### config.mk
export PLATFORM = sky130hd
export DESIGN_NAME = ucode_mul_seq_flat
export DESIGN_NICKNAME = d
export VERILOG_FILES = /design/src/rtl/ucode_mul_seq_if.sv /design/src/rtl/ucode_mul_seq.sv /design/src/flat_wrapper.sv
export SDC_FILE = /design/constraint.sdc
export NUM_CORES = 1
export LEC_CHECK = 0
export CAP_MARGIN = 20
export CORE_UTILIZATION = 35
export DETAILED_ROUTE_END_ITERATION = 8
export GPL_TIMING_DRIVEN = 0
export PLACE_DENSITY = 0.65
export REMOVE_ABC_BUFFERS = 1
export SYNTH_ARGS = -nofsm -noshare
export SYNTH_HDL_FRONTEND = slang
export SYNTH_SLANG_ARGS = --single-unit
### constraint.sdc
create_clock -name clk -period 3.7 [get_ports clk]
set_clock_uncertainty 0.1 [all_clocks]
set_input_delay 0.37 -clock clk [delete_from_list [all_inputs] [get_ports clk]]
set_output_delay 0.37 -clock clk [all_outputs]
set_load 0.01 [all_outputs]
### src/rtl/ucode_mul_seq_if.sv
// Decoder/register-file bus of the microcode multiply sequencer.
// The slave modport is the sequencer; master is the decoder plus register file.
interface ucode_mul_seq_if #(
    parameter int unsigned DATA_W = 16,
    parameter int unsigned REG_AW = 4
);
    logic              mul_trigger;
    logic [REG_AW-1:0] dest_reg;
    logic [REG_AW-1:0] src_reg;
    logic [DATA_W-1:0] imm;
    logic              rd_en;
    logic [REG_AW-1:0] rd_addr;
    logic [DATA_W-1:0] rd_data;
    logic              wr_en;
    logic [REG_AW-1:0] wr_addr;
    logic [DATA_W-1:0] wr_data;
    logic              busy;
    logic              done;
    logic              overflow;

    modport slave (
        input  mul_trigger, dest_reg, src_reg, imm, rd_data,
        output rd_en, rd_addr, wr_en, wr_addr, wr_data, busy, done, overflow
    );

    modport master (
        output mul_trigger, dest_reg, src_reg, imm, rd_data,
        input  rd_en, rd_addr, wr_en, wr_addr, wr_data, busy, done, overflow
    );
endinterface

### src/rtl/ucode_mul_seq.sv
// Microcode multiply sequencer: reads a source register and multiplies it by an
// immediate with a shift-add loop, one multiplier bit per cycle, then writes the low half back.
module ucode_mul_seq #(
    parameter int unsigned DATA_W = 16,
    parameter int unsigned REG_AW = 4
) (
    input  logic              clk,
    input  logic              rst,
    ucode_mul_seq_if.slave    bus
);
    localparam int unsigned ACC_W = 2 * DATA_W;
    localparam int unsigned CNT_W = $clog2(DATA_W) + 1;

    typedef enum logic [2:0] {IDLE, READ, LOAD, MUL, WRITE} state_t;

    state_t            state_q, state_d;
    logic [REG_AW-1:0] dest_q, dest_d, src_q, src_d;
    logic [ACC_W-1:0]  mcand_q, mcand_d, acc_q, acc_d;
    logic [DATA_W-1:0] mplier_q, mplier_d;
    logic [CNT_W-1:0]  cnt_q, cnt_d;

    logic              rd_en_q, rd_en_d, wr_en_q, wr_en_d;
    logic              busy_q, busy_d, done_q, done_d, ovf_q, ovf_d;
    logic [REG_AW-1:0] rd_addr_q, rd_addr_d, wr_addr_q, wr_addr_d;
    logic [DATA_W-1:0] wr_data_q, wr_data_d;

    // State, datapath and output registers; reset aborts any operation without a write.
    always_ff @(posedge clk or negedge rst) begin
        if (!rst) begin
            state_q   <= IDLE;
            dest_q    <= '0;
            src_q     <= '0;
            mcand_q   <= '0;
            mplier_q  <= '0;
            acc_q     <= '0;
            cnt_q     <= '0;
            rd_en_q   <= 1'b0;
            rd_addr_q <= '0;
            wr_en_q   <= 1'b0;
            wr_addr_q <= '0;
            wr_data_q <= '0;
            busy_q    <= 1'b0;
            done_q    <= 1'b0;
            ovf_q     <= 1'b0;
        end else begin
            state_q   <= state_d;
            dest_q    <= dest_d;
            src_q     <= src_d;
            mcand_q   <= mcand_d;
            mplier_q  <= mplier_d;
            acc_q     <= acc_d;
            cnt_q     <= cnt_d;
            rd_en_q   <= rd_en_d;
            rd_addr_q <= rd_addr_d;
            wr_en_q   <= wr_en_d;
            wr_addr_q <= wr_addr_d;
            wr_data_q <= wr_data_d;
            busy_q    <= busy_d;
            done_q    <= done_d;
            ovf_q     <= ovf_d;
        end
    end

    // Next state and datapath; outputs are decoded from the next state so they register cleanly.
    always_comb begin
        state_d  = state_q;
        dest_d   = dest_q;
        src_d    = src_q;
        mcand_d  = mcand_q;
        mplier_d = mplier_q;
        acc_d    = acc_q;
        cnt_d    = cnt_q;

        unique case (state_q)
            IDLE: begin
                if (bus.mul_trigger) begin
                    dest_d   = bus.dest_reg;
                    src_d    = bus.src_reg;
                    mplier_d = bus.imm;
                    acc_d    = '0;
                    cnt_d    = '0;
                    state_d  = READ;
                end
            end
            READ:  state_d = LOAD;
            LOAD: begin
                mcand_d = ACC_W'(bus.rd_data);
                state_d = (mplier_q == '0) ? WRITE : MUL;
            end
            MUL: begin
                if (mplier_q[0]) begin
                    acc_d = acc_q + mcand_q;
                end
                mcand_d  = mcand_q << 1;
                mplier_d = mplier_q >> 1;
                cnt_d    = cnt_q + CNT_W'(1);
                if (mplier_d == '0 || cnt_d == CNT_W'(DATA_W)) begin
                    state_d = WRITE;
                end
            end
            WRITE:   state_d = IDLE;
            default: state_d = IDLE;
        endcase

        busy_d    = (state_d != IDLE);
        rd_en_d   = (state_d == READ);
        rd_addr_d = (state_d == READ) ? src_d : '0;
        wr_en_d   = (state_d == WRITE);
        done_d    = (state_d == WRITE);
        wr_addr_d = (state_d == WRITE) ? dest_d : '0;
        wr_data_d = (state_d == WRITE) ? acc_d[DATA_W-1:0] : '0;
        ovf_d     = (state_d == WRITE) ? (acc_d[ACC_W-1:DATA_W] != '0) : ovf_q;
    end

    assign bus.rd_en    = rd_en_q;
    assign bus.rd_addr  = rd_addr_q;
    assign bus.wr_en    = wr_en_q;
    assign bus.wr_addr  = wr_addr_q;
    assign bus.wr_data  = wr_data_q;
    assign bus.busy     = busy_q;
    assign bus.done     = done_q;
    assign bus.overflow = ovf_q;
endmodule

### src/flat_wrapper.sv
// flat-port wrapper written by rule: the top's interface ports become plain ports
module ucode_mul_seq_flat 
#(
    parameter int unsigned DATA_W = 16,
    parameter int unsigned REG_AW = 4
)
  (clk, rst, bus_mul_trigger, bus_dest_reg, bus_src_reg, bus_imm, bus_rd_data, bus_rd_en, bus_rd_addr, bus_wr_en, bus_wr_addr, bus_wr_data, bus_busy, bus_done, bus_overflow);
  ucode_mul_seq_if #(.DATA_W(DATA_W), .REG_AW(REG_AW)) bus_i ();
  input  logic clk;
  input  logic rst;
  input wire logic [$bits(bus_i.mul_trigger)-1:0] bus_mul_trigger;
  input wire logic [$bits(bus_i.dest_reg)-1:0] bus_dest_reg;
  input wire logic [$bits(bus_i.src_reg)-1:0] bus_src_reg;
  input wire logic [$bits(bus_i.imm)-1:0] bus_imm;
  input wire logic [$bits(bus_i.rd_data)-1:0] bus_rd_data;
  output wire logic [$bits(bus_i.rd_en)-1:0] bus_rd_en;
  output wire logic [$bits(bus_i.rd_addr)-1:0] bus_rd_addr;
  output wire logic [$bits(bus_i.wr_en)-1:0] bus_wr_en;
  output wire logic [$bits(bus_i.wr_addr)-1:0] bus_wr_addr;
  output wire logic [$bits(bus_i.wr_data)-1:0] bus_wr_data;
  output wire logic [$bits(bus_i.busy)-1:0] bus_busy;
  output wire logic [$bits(bus_i.done)-1:0] bus_done;
  output wire logic [$bits(bus_i.overflow)-1:0] bus_overflow;
  assign bus_i.mul_trigger = bus_mul_trigger;
  assign bus_i.dest_reg = bus_dest_reg;
  assign bus_i.src_reg = bus_src_reg;
  assign bus_i.imm = bus_imm;
  assign bus_i.rd_data = bus_rd_data;
  assign bus_rd_en = bus_i.rd_en;
  assign bus_rd_addr = bus_i.rd_addr;
  assign bus_wr_en = bus_i.wr_en;
  assign bus_wr_addr = bus_i.wr_addr;
  assign bus_wr_data = bus_i.wr_data;
  assign bus_busy = bus_i.busy;
  assign bus_done = bus_i.done;
  assign bus_overflow = bus_i.overflow;
  ucode_mul_seq #(.DATA_W(DATA_W), .REG_AW(REG_AW)) u_core (.clk(clk), .rst(rst), .bus(bus_i));
endmodule
==> results of run 1 <==
worst min-delay path by stage:
stage / start / end / slack (ns) / depth (start not counted)
after floorplan: rst / u_core.acc_q[0] / -0.03 / 0
after global routing: u_core.dest_q[1] / u_core.dest_q[1] / 0.39 / 2
after detailed placement: rst / u_core.dest_q[1] / 0.23 / 1
final: rst / u_core.bus.wr_addr[1] / 0.35 / 2
after global placement: u_core.dest_q[1] / u_core.dest_q[1] / 0.35 / 2
after CTS: rst / u_core.dest_q[1] / 0.35 / 2
metal layers:
metal	share of wire	wire length [um]	GRT usage
met3	0.040	619	0.0405
met2	0.46	7120	0.268
met1	0.48	7410	0.234
met5	0	0	0
met4	0.015	233	0.0645
Yosys cell counts, drive strengths merged, types with 6 or more instances:
library cell	count
nor2b	7
o21ai	48
nand3	43
nor2	44
dfrtp	120
and2	7
inv	9
nand2	159
nand4	12
a31oi	18
nor4	6
xor2	12
ha	32
buf	12
a21o	12
mux2i	17
xnor2	17
nor3	10
a21oi	51
clkbuf	28
sequential cells by signal, indices dropped and copies added, names as in the netlist, 3 cells and up:
signal              flops
u_core.cnt_q            5
u_core.bus.wr_data     16
u_core.state_q          3
u_core.dest_q           4
u_core.bus.rd_addr      4
u_core.mcand_q         32
u_core.mplier_q        16
u_core.bus.wr_addr      4
u_core.acc_q           32
logic make-up after synthesis:
logic type	after synthesis	synth area share
XOR/XNOR	29	0.0402
AND/OR/NAND/NOR	305	0.212
flip-flops	120	0.461
multiplexers	18	0.0279
buffers and inverters	50	0.0313
AO/OA/AOI/OAI	167	0.163
adder cells (fa/ha/maj)	33	0.0646
area by class of cell:
type,count,area share
sequential,120,0.374
multi-input combinational,552,0.418
tap,229,0.0357
timing repair buffer,76,0.0970
clock buffer,24,0.0587
clock inverter,8,0.0120
inverter,10,0.00483
metrics by stage:
stage          hold WS [ns]  setup slack (ns)  TNS, ns
2_1_floorplan       -0.0256            -0.422   -0.427
3_3_place_gp          0.352             -2.71  -407.85
3_5_place_dp          0.232             -1.16    -9.34
4_1_cts               0.351            0.0455        0
5_1_grt               0.391            0.0158        0
6_report              0.345             0.150        0
power breakdown:
group          switching (mW)  internal, mW
registers               0.434          1.80
clock network           0.585          1.02
logic                    2.29          1.53
total                    3.31          4.36
worst max-delay path: stages (launching register included):
cell      delay (ns)
dfrtp_1         0.40
ha_1            0.24
fa_2            0.37
a21o_1          0.21
a31o_2          0.26
a311o_2         0.43
a211oi_4        0.31
o31a_4          0.21
xor2_2          0.15
nor2_1          0.07
nor4bb_1        0.34
and4b_1         0.25
a31oi_1         0.08
cells in the final DEF (no fill, tap or decap), types with 6 or more instances in the layout:
cell type        netlist  final
a21o_1                11     11
a21oi_1               51     51
a31oi_1               18     18
and2_1                 6      6
clkbuf_16              0     17
clkdlybuf4s50_1        0     70
dfrtp_1              120    119
ha_1                  32     32
inv_1                  9      9
mux2i_1               17     17
nand2_1              158    156
nand3_1               42     42
nand4_1               12     12
nor2_1                44     42
nor2b_1                7      6
nor3_1                 9      9
o21ai_0               46     46
xnor2_1               17     17
xor2_1                11     11
what timing repair did:
item / in CTS / in global routing
hold buffers: 1 / 0
setup endpoints to repair: 20 / 1
pin swaps: 0 / 4
setup buffers: 0 / 2
hold endpoints to repair: 46 / 0
gates resized for setup: 7 / 6
==> results.toml, run 1 <==
[run_status]
status = "finished, violations left"
violations = "design-rule violations"

[synth]
ys_ff_latch = 120
yosysTopAreaCell = "dfrtp_1"
synth_area_leaders = "dfrtp_1 (46%), nand2_1 (9.1%), ha_1 (6.2%), a21oi_1 (3.9%), o21ai_0 (3.5%)"
synth-main-ff-cell = "dfrtp_1"
netlist.area_leader.share = 0.461
ys_warn_count = 0
synth_edf_count = 0
ys_types = 69
synthesis.area_sq_mm = 0.00651
seq_area_frac_synth = 0.461
syn_inst = 722
synth_area_per_cell_sq_um = 9.01
synthArstFlopShare = 1.00

[critical_path]
r2r_cells = 12
timing.rr.end = "u_core.bus.overflow"
r2r_setup_slack_ns = 0.15
reg2reg_from = "u_core.mcand_q[0]"
worstSetupEndpointType = "register"
cp.required_ns = 3.90
crit_path_start = "u_core.mcand_q[0]"
critPathMaxFanout = 3
startpoint_type = "register"
arrival_ns = 3.75
endpoint = "u_core.bus.overflow"
critical_path_class = "register to register"

[placed_design]
dp_hpwl_um = 10500
dpl_cell_area_sq_mm = 0.00739
finalWeightedCongestion = 0.866
port_buffers = 71
place_inst = 984

[grt]
grt_pass1_vias = 5174
grt-ovfl-total = 0
grt_first_pass_wirelength_um = 26500
grt_use_total = 0.173
grt_max_degree = 75
antenna_found_initial = 0

[detailed_routing]
vias = 5309
drtPass1Iterations = 7
viasPerCell = 5.21
antenna_left = 0
routed_wl_um = 15400
drt_iter0_drc = 319
drc_errors = 4
wire_per_inst_um = 15.1

[power]
leakagePower_nw = 3.77
power_density_mw_per_mm2 = 954
ir_drop_uv = 429
finalPower_mw = 7.67

[final_layout]
nNetsFinal = 853
fin_util = 0.444
design_area_sq_mm = 0.00803
diodes = 0
synthToLayoutAreaGrowth_pct = 23.5
multi_input_area_sq_mm = 0.00335
drive_gt1_frac = 0.0759
seqCellArea_sq_mm = 0.00301
finalNonFillerCells = 1019
num-fill-cells = 1694

[sta]
slew_viol_final = 0
hold_viol = 0
layout_min_cycle_time_ns = 3.55
min_period_over_period = 0.959
fmax_mhz = 282
tightest_slew_ns = 0.739
slew_headroom = 0.502
rsz0062_at_grt = "false"
setup_viol = 0

[die]
io_pins = 72
dieWidth_um = 138
floorplan.die_area_sq_mm = 0.0191
start_util = 0.360
fp.dieH_um = 138
rows = 49
coreArea_sq_mm = 0.0181

[clock_tree]
cts_buffers = 17
cts_tree = "built"
cts.sinks = 120
cts_buffer_depth = 2
cts-root-buf = "clkbuf_16"
clk_pin_slew_ns = 0.05
cts-htree-levels = 4
clk-insertion-delay-late_ns = 0.42

[min_path]
hold_class = "primary input to asynchronous set/reset pin"

[flow_run]
drv_cap = 0
Power figures use the tool's default switching activity.
==> run 2, diff against run 1 <==
--- a/config.mk
+++ b/config.mk
@@ -10,7 +10,9 @@
 export DETAILED_ROUTE_END_ITERATION = 8
 export GPL_TIMING_DRIVEN = 0
 export PLACE_DENSITY = 0.65
+export RECOVER_POWER = 100
 export REMOVE_ABC_BUFFERS = 1
 export SYNTH_ARGS = -nofsm -noshare
 export SYNTH_HDL_FRONTEND = slang
 export SYNTH_SLANG_ARGS = --single-unit
+export TNS_END_PERCENT = 5
==> constraint.sdc (replaced) <==
create_clock -name clk -period 4.2 [get_ports clk]
set_clock_uncertainty 0.1 [all_clocks]
set_input_delay 0.42 -clock clk [delete_from_list [all_inputs] [get_ports clk]]
set_output_delay 0.42 -clock clk [all_outputs]
set_load 0.01 [all_outputs]
==> results.toml, run 2 (same netlist as run 1, synthesis figures left out) <==
[grt]
grt_use_total = 0.173
grt_first_pass_wirelength_um = 26500
antenna_found_initial = 0
grt-ovfl-total = 0
grt_max_degree = 75
grt_pass1_vias = 5180

[detailed_routing]
antenna_left = 0
drc_errors = 4
drt_iter0_drc = 331
drtPass1Iterations = 7
routed_wl_um = 15300
vias = 5294
viasPerCell = 5.21
wire_per_inst_um = 15.1

[critical_path]
critical_path_class = "register to register"
startpoint_type = "register"
r2r_setup_slack_ns = 0.40
timing.rr.end = "u_core.bus.overflow"
crit_path_start = "u_core.mcand_q[0]"
reg2reg_from = "u_core.mcand_q[0]"
cp.required_ns = 4.40
worstSetupEndpointType = "register"
r2r_cells = 12
arrival_ns = 4.00
critPathMaxFanout = 3

[die]
start_util = 0.360
floorplan.die_area_sq_mm = 0.0191
io_pins = 72
fp.dieH_um = 138
coreArea_sq_mm = 0.0181
rows = 49
dieWidth_um = 138

[sta]
slew_headroom = -0.734
tns_ns = 0
slew_viol_final = 47
min_period_over_period = 0.905
tightest_slew_ns = 2.60
rsz0062_at_grt = "false"
layout_min_cycle_time_ns = 3.80
whs_ns = 0.371
finalWorstSetupSlack_ns = 0.399
hold_viol = 0
setup_viol = 0
fmax_mhz = 263

[clock_tree]
cts_buffers = 17
cts-htree-levels = 4
cts_buffer_depth = 2
cts_tree = "built"
cts-root-buf = "clkbuf_16"
clk_pin_slew_ns = 0.05
cts.sinks = 120
clk-insertion-delay-late_ns = 0.42
cts_setup_buffers = 0

[final_layout]
reg_top3 = "u_core.acc_q: 32 flops, u_core.mcand_q: 32 flops"
synthToLayoutAreaGrowth_pct = 22.4
nNetsFinal = 851
finalNonFillerCells = 1017
diodes = 0
drive_gt1_frac = 0.0673
final_common_cell = "nand2_1"
mostFrequentLayoutCells = "nand2_1 (156), dfrtp_1 (119), a21oi_1 (51)"

[power]
leakagePower_nw = 3.84
ir_drop_uv = 367
power_density_mw_per_mm2 = 839
finalPower_mw = 6.68

[placed_design]
place_inst = 984
pre_cts_ws_ns = -0.664
port_buffers = 71
finalWeightedCongestion = 0.866
dp_hpwl_um = 10500

[flow_run]
drv_cap = 1

[min_path]
hold_class = "register to register"
min-delay-start = "u_core.dest_q[2]"
min_path_cells = 2
min_to = "u_core.dest_q[2]"

[run_status]
status = "finished, violations left"
violations = "design-rule violations, max-capacitance violations, max-slew violations"
-- run 2: cell count changes in the layout (fill, tap and decap cells not counted), sizes merged --
| cell | previous run | this run |
|---|---|---|
| buf | 5 | 2 |
| clkdlybuf4s50 | 70 | 41 |
| clkbuf | 24 | 25 |
| dlygate4sd3 | 1 | 30 |
-- run 2: how the worst max path moves through the flow --
stage / slack, ns / cells after the start / endpoint
final: 0.40 / 12 / u_core.bus.overflow
after global routing: 0.04 / 9 / u_core.bus.overflow
after CTS: 0.05 / 9 / u_core.bus.overflow
after detailed placement: -0.66 / 8 / u_core.bus.overflow
after global placement: -2.21 / 1 / u_core.mcand_q[20]
after floorplan: 0.08 / 7 / u_core.bus.overflow
-- run 2: report_power, final --
| group | internal (mW) | leakage [nW] | switching (mW) |
|---|---|---|---|
| Combinational | 1.31 | 2.02 | 1.99 |
| Sequential | 1.59 | 1.53 | 0.376 |
| Clock | 0.900 | 0.278 | 0.518 |
-- run 2: critical path: stages (launching register included) --
cell	delay, ns
dfrtp_1	0.40
ha_1	0.24
fa_1	0.42
a21o_1	0.23
a31o_2	0.26
a311o_2	0.41
a211oi_1	0.50
o31a_4	0.25
xor2_2	0.15
nor2_1	0.07
nor4bb_1	0.32
and4b_1	0.25
a31oi_1	0.08
-- run 2: repair_timing --
action | 4_1_cts | 5_1_grt
setup endpoints to repair | 14 | 1
resized for setup | 3 | 3
hold buffers | 1 | 0
endpoints found under the hold margin | 46 | 0
-- run 2: layout make-up --
cell class	instances	area, sq um
repair buffers	74	757
multi-input cells	552	3310
well taps	229	287
flip-flops and latches	120	3000
clock inverters	8	96.3
fillers	1712	10100
clock buffers	24	472
inverters	10	38.8
-- run 2: per-stage QoR --
stage                      util  area (sq um)
after floorplan               -          6340
after global placement    0.406          7340
after detailed placement  0.409          7390
after CTS                 0.441          7980
after global routing      0.440          7970
final                     0.440          7970
-- run 2: per-layer routing --
layer / vias to the layer above / wire length (um) / GRT usage
met5: - / 0 / 0
met4: 0 / 234 / 0.0645
met3: 18 / 633 / 0.0405
met2: 103 / 7070 / 0.269
met1: 2522 / 7400 / 0.235
li1: 2651 / - / -
==> edit, RTL diff (settings of run 1) <==
Encoding of `state_t`: now Gray code (3 bits for 5 states).
--- a/src/rtl/ucode_mul_seq.sv
+++ b/src/rtl/ucode_mul_seq.sv
@@ -11,7 +11,7 @@
     localparam int unsigned ACC_W = 2 * DATA_W;
     localparam int unsigned CNT_W = $clog2(DATA_W) + 1;
 
-    typedef enum logic [2:0] {IDLE, READ, LOAD, MUL, WRITE} state_t;
+    typedef enum logic [2:0] {IDLE = 3'b000, READ = 3'b001, LOAD = 3'b011, MUL = 3'b010, WRITE = 3'b110} state_t;
 
     state_t            state_q, state_d;
     logic [REG_AW-1:0] dest_q, dest_d, src_q, src_d;
Check against the original RTL: same outputs for any inputs over 4 cycles, from zero or initial values and one cycle with rst low; so few cycles prove little.
==> edit against run 1 <==
  * The run still ends with DRC left
  * Final area grew 1.2%
  * Total power shrank 7.5%
  * Setup slack gained 0.11 ns
  * Sequential cell count is the same
  * Core utilization grew 0.52 points
  * Synthesized area shrank 0.29%
  * Routed wire length shrank 2.4%
  * Maximum frequency grew 3.3%
  * Critical endpoint unchanged
  * Largest power group unchanged
  * Highest routed layer unchanged
==> edit: results (changes against run 1) <==
[status]
outcome = complete, but fails checks  ; unchanged
violations = DRC  ; unchanged

[critical_path]
endpoint = u_core.bus.overflow$_DFFE_PN0N_  ; unchanged
reg2reg_depth = 13  ; was 12
r2r_slack_ns = 0.26  ; was 0.15 ns
cp.arrival_ns = 3.62  ; was 3.75 ns

[global_route]
grt_max_degree = 63  ; was 75
track_usage = 0.170  ; was 0.173
busiest_layer = met2  ; unchanged
grt_pass1_vias = 5105  ; was 5174
grt_util_met3 = 0.0523  ; was 0.0405
antenna_found_initial = 0  ; unchanged
grt_util_met2 = 0.247  ; was 0.268
grt_pass1_wl_um = 25800  ; was 26500 um
use_met1 = 0.241  ; was 0.234

[clock_tree]
cts_buffer_depth = 2  ; unchanged
clkLatencyLatePin_ns = 0.43
cts_buffers = 17  ; unchanged
cts_max_level = 4  ; unchanged
root_buffer = clkbuf_16  ; unchanged
clkTransAtPathRegs_ns = 0.06

[placed_design]
place_hpwl_um = 10100  ; was 10500 um
dpl.cell_count = 953  ; was 984
port_buffers = 71  ; unchanged
dp_slack_ns = 0.0738  ; was -1.16 ns
gp_congestion = 0.862  ; was 0.866
place_area_mm2 = 0.00744  ; was 0.00739 mm^2

[drt]
wl_met3_um = 921  ; was 619 um
drt-vias-per-instance = 5.16  ; was 5.21
drt-met1-wl_um = 7430  ; was 7410 um
drt_iter0_drc = 353  ; was 319
dr.pass1.iters = 7  ; unchanged
wl_per_cell_um = 15.2  ; was 15.1 um
met2_length_um = 6500  ; was 7120 um
top_layer_used = met4  ; unchanged
drc = 1  ; was 4

[cells_and_area]
stdcell_count = 987  ; was 1019
layout.nets = 821  ; was 853
top_regs = u_core.acc_q x32, u_core.mcand_q x32  ; unchanged
drive_gt1_frac = 0.0805  ; was 0.0759
insertedDiodeCount = 0  ; unchanged

[pwr]
irDropWorstVdd_mv = 0.497  ; was 0.429 mV
leakage_nw = 3.50  ; was 3.77 nW

[worst_hold_path]
hp-class = input pin to asynchronous set/reset pin  ; unchanged

[yosys]
synthAdderAreaFrac = 0.0648  ; was 0.0646
synthMuxAreaShare = 0.0550  ; was 0.0279
synth-compound-area-share = 0.177  ; was 0.163
synth_xor_area_frac = 0.0364  ; was 0.0402
synthTopCellsByCount = 120 x dfrtp_1, 111 x nand2_1, 84 x o21ai_0  ; was 158 x nand2_1, 120 x dfrtp_1, 51 x a21oi_1
synth_area_leaders = dfrtp_1 46%, o21ai_0 6.5%, nand2_1 6.4%  ; was dfrtp_1 46%, nand2_1 9.1%, ha_1 6.2%
async_flop_share = 1.00  ; unchanged
ys_types = 61  ; was 69
yosysSeqAreaShare = 0.463  ; was 0.461
yosys_warnings = 0  ; unchanged
syn_avg_cell_area_um2 = 9.49  ; was 9.01 um^2
ys.flop_type = dfrtp_1  ; unchanged

[sta]
tightest_slew_ns = 0.960  ; was 0.739 ns
timing.fmax_mhz = 291  ; was 282 MHz

edit: changes by cell type after synthesis, sizes merged, moves of 16 or more:
| cell | change |
|---|---|
| a21oi | -18 |
| and2 | +16 |
| nand2 | -48 |
| nand2b | +18 |
| nand3 | -31 |
| o21ai | +39 |
edit: worst max-delay path, stage by stage, from the launching register on:
cell,delay [ns]
dfrtp_1,0.38
ha_1,0.18
inv_1,0.05
fa_1,0.37
nand2b_1,0.20
a21oi_2,0.20
o21ai_1,0.12
a31o_2,0.27
o311ai_4,0.30
xnor2_1,0.16
o21ai_1,0.09
or4_1,0.55
nor4_2,0.21
a31oi_1,0.11
edit: power by group:
group / internal (W) / total [W] / switching (W)
combinational: 0.00131 / 0.00316 / 0.00184
sequential: 0.00178 / 0.00214 / 0.000361
clock: 0.00118 / 0.00180 / 0.000616
total: 0.00427 / 0.00709 / 0.00282
edit: cell families after synthesis:
logic type / after synthesis
fa+ha+maj: 33
compound gates: 184
mux: 35
flops: 120
simple gates: 238
buf+inv: 47
xor+xnor: 27
edit: stage by stage:
step                      hold slack, ns  TNS (ns)
after global routing               0.395         0
final                              0.381         0
after global placement             0.366   -352.03
after detailed placement           0.277         0
after floorplan                  -0.0256         0
after CTS                          0.378         0
edit: what timing repair did:
| action | CTS | global route |
|---|---|---|
| setup endpoints to repair | 0 | 1 |
| endpoints found under the hold margin | 58 | 0 |
| setup buffers | 0 | 1 |
| hold buffers | 1 | 0 |
| resized for setup | 0 | 6 |
edit: layout make-up:
cell class | count | area, um^2
well taps | 229 | 287
clock inverters | 10 | 165
repair buffers | 77 | 827
inverters | 12 | 45.0
multi-input cells | 517 | 3330
clock buffers | 22 | 474
fillers | 1690 | 9960
flip-flops and latches | 120 | 3000
